--- config.mk ---
export PLATFORM = sky130hd
export DESIGN_NAME = pipeline_fetch
export DESIGN_NICKNAME = d
export VERILOG_FILES = /design/src/rtl/pipeline_fetch_pkg.sv /design/src/rtl/pipeline_fetch_buffer.sv /design/src/rtl/pipeline_fetch.sv
export SDC_FILE = /design/constraint.sdc
export NUM_CORES = 1
export LEC_CHECK = 0
export CORE_AREA = 10 10 155 157
export CTS_BUF_LIST = sky130_fd_sc_hd__clkbuf_4
export CTS_CLUSTER_SIZE = 16
export DETAILED_ROUTE_END_ITERATION = 8
export DIE_AREA = 0 0 165 167
export SYNTH_ARGS = -nofsm -noshare
export SYNTH_HDL_FRONTEND = slang
export SYNTH_HIERARCHICAL = 1
export SYNTH_SLANG_ARGS = --single-unit
--- constraint.sdc ---
create_clock -name clk -period 10.8 [get_ports clk]
set_input_delay 2.16 -clock clk [delete_from_list [all_inputs] [get_ports clk]]
set_output_delay 2.16 -clock clk [all_outputs]
set_load 0.02 [all_outputs]
--- src/rtl/pipeline_fetch_pkg.sv ---
// Shared types and constants for the instruction-fetch stage.
package pipeline_fetch_pkg;

  // Number of fetched words that can wait for decode.
  localparam int FETCH_QUEUE_DEPTH = 2;

  // Width of the queue occupancy counter (holds 0..FETCH_QUEUE_DEPTH).
  localparam int FETCH_CNT_W = 2;

  // Occupancy value at which no further fetch may be issued.
  localparam logic [FETCH_CNT_W-1:0] FETCH_CNT_FULL = FETCH_CNT_W'(FETCH_QUEUE_DEPTH);

  // Request-side FSM states.
  typedef enum logic [1:0] {
    S_REQ  = 2'd0,  // nothing outstanding, may issue
    S_WAIT = 2'd1,  // one request outstanding, its data will be kept
    S_DROP = 2'd2   // one request outstanding, its data will be discarded
  } fetch_state_e;

endpackage

--- src/rtl/pipeline_fetch_buffer.sv ---
// Two-entry FIFO of {pc, inst} pairs between the memory response and decode.
// Head outputs read as zero when the queue is empty.
module pipeline_fetch_buffer
  import pipeline_fetch_pkg::*;
#(
  parameter int WIDTH = 32
) (
  input  logic                   clk,
  input  logic                   rst,
  input  logic                   push_i,
  input  logic                   pop_i,
  input  logic                   clear_i,
  input  logic [WIDTH-1:0]       pc_i,
  input  logic [WIDTH-1:0]       inst_i,
  output logic [FETCH_CNT_W-1:0] count_o,
  output logic [WIDTH-1:0]       head_pc_o,
  output logic [WIDTH-1:0]       head_inst_o
);

  logic [WIDTH-1:0]       pc_mem_q   [FETCH_QUEUE_DEPTH];
  logic [WIDTH-1:0]       inst_mem_q [FETCH_QUEUE_DEPTH];
  logic                   head_q, head_d;
  logic [FETCH_CNT_W-1:0] count_q, count_d;
  logic                   tail;
  logic                   do_pop;
  logic                   do_push;

  // With two slots the tail is the head plus the low occupancy bit; a full
  // queue wraps the tail back onto the head slot.
  assign tail    = head_q ^ count_q[0];
  assign do_pop  = pop_i && (count_q != '0) && !clear_i;
  assign do_push = push_i && !clear_i && ((count_q != FETCH_CNT_FULL) || do_pop);

  // Next head pointer and occupancy; clear wins over push and pop.
  always_comb begin
    // NOTE: every signal written here gets a default first so no latch is inferred.
    head_d  = head_q;
    count_d = count_q;
    if (clear_i) begin
      head_d  = 1'b0;
      count_d = '0;
    end else begin
      head_d  = head_q ^ do_pop;
      count_d = count_q + FETCH_CNT_W'(do_push) - FETCH_CNT_W'(do_pop);
    end
  end

  // Pointer and occupancy registers.
  always_ff @(posedge clk or posedge rst) begin
    // NOTE: state registers use non-blocking assignments so every flop samples pre-edge values.
    if (rst) begin
      head_q  <= 1'b0;
      count_q <= '0;
    end else begin
      head_q  <= head_d;
      count_q <= count_d;
    end
  end

  // Entry storage, written at the tail on push.
  always_ff @(posedge clk) begin
    // NOTE: the data array is not reset; occupancy alone decides what is valid.
    if (do_push) begin
      pc_mem_q[tail]   <= pc_i;
      inst_mem_q[tail] <= inst_i;
    end
  end

  assign count_o     = count_q;
  assign head_pc_o   = (count_q == '0) ? '0 : pc_mem_q[head_q];
  assign head_inst_o = (count_q == '0) ? '0 : inst_mem_q[head_q];

endmodule

--- src/rtl/pipeline_fetch.sv ---
// Instruction-fetch stage: owns the PC, keeps at most one memory request in
// flight, queues returned words and squashes work on a redirect.
module pipeline_fetch
  import pipeline_fetch_pkg::*;
#(
  parameter int                    DATA_WIDTH = 32,
  parameter logic [DATA_WIDTH-1:0] RESET_PC   = '0
) (
  input  logic                  clk,
  input  logic                  rst,
  input  logic                  stall,
  input  logic                  redirect,
  input  logic [DATA_WIDTH-1:0] redirect_target,
  output logic                  imem_req,
  output logic [DATA_WIDTH-1:0] imem_addr,
  input  logic                  imem_ready,
  input  logic                  imem_rvalid,
  input  logic [DATA_WIDTH-1:0] imem_rdata,
  output logic [DATA_WIDTH-1:0] pc_out,
  output logic [DATA_WIDTH-1:0] inst_out,
  output logic                  bubble_out
);

  localparam logic [DATA_WIDTH-1:0] PC_STEP     = DATA_WIDTH'(4);
  localparam logic [DATA_WIDTH-1:0] RESET_PC_AL = {RESET_PC[DATA_WIDTH-1:2], 2'b00};

  fetch_state_e           state_q, state_d;
  logic [DATA_WIDTH-1:0]  pc_q, pc_d;
  logic [DATA_WIDTH-1:0]  issued_pc_q, issued_pc_d;
  logic                   req;
  logic                   push;
  logic                   pop;
  logic [FETCH_CNT_W-1:0] count;
  logic                   unused_target_bits;

  // The low target bits are dropped: the PC is always word aligned.
  assign unused_target_bits = ^redirect_target[1:0];

  // Next-state, request and push decisions; a redirect overrides the PC last.
  always_comb begin
    state_d     = state_q;
    pc_d        = pc_q;
    issued_pc_d = issued_pc_q;
    req         = 1'b0;
    push        = 1'b0;
    unique case (state_q)
      S_REQ: begin
        // Issuing only with free space guarantees the response can be queued.
        req = !rst && (count != FETCH_CNT_FULL) && !redirect;
        if (req && imem_ready) begin
          pc_d        = pc_q + PC_STEP;
          issued_pc_d = pc_q;
          state_d     = S_WAIT;
        end
      end
      S_WAIT: begin
        if (imem_rvalid) begin
          push    = !redirect;
          state_d = S_REQ;
        end else if (redirect) begin
          state_d = S_DROP;
        end
      end
      S_DROP: begin
        if (imem_rvalid) begin
          state_d = S_REQ;
        end
      end
      default: state_d = S_REQ;
    endcase
    if (redirect) begin
      pc_d = {redirect_target[DATA_WIDTH-1:2], 2'b00};
    end
  end

  // FSM state, PC and PC-of-outstanding-request registers.
  always_ff @(posedge clk or posedge rst) begin
    if (rst) begin
      state_q     <= S_REQ;
      pc_q        <= RESET_PC_AL;
      issued_pc_q <= RESET_PC_AL;
    end else begin
      state_q     <= state_d;
      pc_q        <= pc_d;
      issued_pc_q <= issued_pc_d;
    end
  end

  // A redirect empties the queue, which also suppresses any pop that cycle.
  assign pop = !stall && (count != '0) && !redirect;

  pipeline_fetch_buffer #(
    .WIDTH (DATA_WIDTH)
  ) u_buffer (
    .clk         (clk),
    .rst         (rst),
    .push_i      (push),
    .pop_i       (pop),
    .clear_i     (redirect),
    .pc_i        (issued_pc_q),
    .inst_i      (imem_rdata),
    .count_o     (count),
    .head_pc_o   (pc_out),
    .head_inst_o (inst_out)
  );

  assign imem_req   = req;
  assign imem_addr  = pc_q;
  assign bubble_out = (count == '0);

endmodule

==> results.md <==
* Final hold violations at 0
* Reg2Reg Setup Slack at 7240 ps
* Placed insts at 1,072
* Worst path arrival time at 3770 ps
* Yosys reg bits at 193
* Num ports at 168
* Clock skew at 14.06 ps
* Cell Area, Synth at 8180 µm²
* Hold Path Origin: issued_pc_q[5]
* Per-cell routed wire length at 18.30 µm
* Pwr per Cell Area at 137.1 nW/µm²
* Slowest stage delay, CP at 620 ps
* CTS buffer count at 17
* Tot GR Track Use at 14.46%
* Share of cells above drive strength 1 at 6.634%
* DR WL met2 at 9.612 mm
* Vias at 5,584
* FP Rows at 53
* First-pass GRT wire length at 31.65 mm
* Most common cell after layout, fill and taps aside: clkdlybuf4s50_1
* Vias in the first global route at 5,603
* Sequential fraction of the synthesis area at 66.87%
* DR top layer: met5
* CP max FO at 3
* Synth warn at 6
* Cell-by-cell trace of the critical path: clkdlybuf4s50_1 > nor4_4 > and2_1 > clkdlybuf4s50_1
* Most used flip-flop cell after synthesis: edfxtp_1
* Crit. End Element: output port
* Netlist cell types at 50
* Most frequent cells in the layout: clkdlybuf4s50_1, nand2_1, edfxtp_1, nor2_1, mux2i_1
* RD Place Congestion at 0.8014
* Antenna violations before repair at 2
* DIE AREA at 27,560 µm²
* Area contributors post-synth: edfxtp_1, dfrtp_1, mux2i_1
* MaxCap Viol Count at 0
* Crit Path Category: in2out
* Clk Latency, worst-skew pair at 550 ps
* Worst Tran Pin Value at 1188 ps
* RSZ-0062 raised after global routing: no
* Status: completed
* Relative slew margins at 20.12%
* Met1 WL at 8.728 mm
* VDD IR-drop max at 0.00005575 V
* CP bufs+invs at 2
* Max-slew violation count at 0
* CTS tree: built
* Cts hold-fix bufs at 0
* Syn avg cell area at 12.39 µm²
* Share of the synthesized area in the top cell type at 46.99%
* Fin Hold WS at 476.4 ps
* Clk buf depth at 2
* Die W at 165 µm
* Yosys top cell by area: edfxtp_1
* Asr flop ratio synth at 33.68%
* Final min period at 5930 ps
* Final #Nets at 889
* Synth Instances at 660
* Drt initial violations at 363
* Core Box Area at 20,820 µm²
* Design Power at 1.414 mW
* Most used cell, CP: clkdlybuf4s50_1
* Final ANT Viol Nets at 0
* WL final at 20.23 mm
* Post CTS Setup Buffer Count at 0
* Post-DP HPWL at 13.47 mm
* DR DRC count at 0
* Hold WC Path Type: reg2reg
* Clk root buf: clkbuf_4
* Vias/cell at 5.053
* Final Non-Filler Cells at 1,105
* Total grt overflow at 0
* Largest net degree at the start of global routing at 63
* Post-CTS sizing at 0
* Input/output buffers at 163
* Clk slew on worst S/H paths at 150 ps
* Worst path top cell family by delay: buffers and inverters
* Leakage at 3.676 nW
* H-Tree Depth at 4
* CTS sink count at 193
* CP Launch Type: input port
* Setup crit start: rst
* Final period util at 54.91%
* First-pass DRT Iterations at 5
* Die Y at 167 µm
* Setup_tns at 0 ps
* Initial Utilization at 39.29%
* Max Clock Freq at 0.1686 GHz
* Final Setup Violations at 0
* Reg-to-reg startpoint: u_buffer/head_q
* Number of synthesized flops with an enable pin at 128
* Fillers at 1,886
* Crit path required time at 8640 ps
* Critical-path top delay cell: clkdlybuf4s50_1
* Area Growth Syn to Fin at 26.03%
* Met3 routed WL at 1.739 mm
## stage by stage
step	area (µm²)	setup slack, ps	utilization (%)
6_report	10310	4870	49.51
5_1_grt	10310	4791	49.50
4_1_cts	10310	4837	49.50
3_5_place_dp	10030	4852	48.17
3_3_place_gp	10030	4864	48.17
2_1_floorplan	8199	4068	-
## flip-flops by register name, indices dropped and copies added (netlist names)
register / flops
u_buffer/head_q: 1
u_buffer/pc_mem_q: 64
u_buffer/count_o: 2
issued_pc_q: 30
state_q: 2
u_buffer/inst_mem_q: 64
imem_addr: 30
## cell families (layout without fill, tap and decap cells)
| family | Yosys count | in the layout | synth area share, % |
|---|---|---|---|
| AOI/OAI and AO/OA | 68 | 68 | 5.614 |
| buffers and inverters | 47 | 211 | 3.273 |
| muxes | 65 | 65 | 7.953 |
| adders and majority gates | 3 | 3 | 0.4589 |
| xor gates and xnor gates | 3 | 3 | 0.3213 |
| and+or+nand+nor | 280 | 280 | 15.46 |
| DFF | 193 | 193 | 66.87 |
| other | 1 | 7 | 0.04584 |
## layer usage
layer / up-vias / GRT usage, %
li1: 2671 / -
met1: 2725 / 18.65
met2: 174 / 22.76
met3: 12 / 5.473
met4: 2 / 2.735
met5: - / 0
## synthesized netlist by cell type (8+ instances only)
cell and count:
clkbuf_1 11, dfrtp_1 65, inv_1 8, mux2i_1 65
buf_4 9, nor3_1 9, nand2_1 129, o21ai_0 22
edfxtp_1 128, buf_2 13, nand4_1 11, nor2_1 79
nand3_1 12, o211ai_1 8, a21oi_1 8
## cell type report
cell class / instances / area [µm²] / share of cell area [%]
clock buffer: 19 / 142.6 / 1.383
inverter: 8 / 30.03 / 0.2913
multi-input combinational: 425 / 2496 / 24.21
tap: 275 / 344.1 / 3.337
sequential: 193 / 5474 / 53.09
clock inverter: 13 / 133.9 / 1.299
timing repair buffer: 171 / 1687 / 16.36
antenna: 1 / 2.502 / 0.02427
## path summary, 6_finish.rpt
path,to,cells after the start
worst max register to register,u_buffer/inst_mem_q[1][29],4
min in group asynchronous,u_buffer/head_q,2
max in group asynchronous,issued_pc_q[22],3
worst min register to register,u_buffer/pc_mem_q[0][5],0
worst max-delay path,imem_req,4
worst min-delay path,u_buffer/pc_mem_q[0][5],0
## power by group
part / leakage [nW] / switching [mW] / internal, mW / total, mW
Sequential: 1.97 / 0.0421 / 0.840 / 0.882
Combinational: 1.54 / 0.0763 / 0.0697 / 0.146
Clock: 0.159 / 0.242 / 0.144 / 0.385
Total: 3.68 / 0.360 / 1.05 / 1.41
Note: power is estimated with default switching activity, not from simulation.
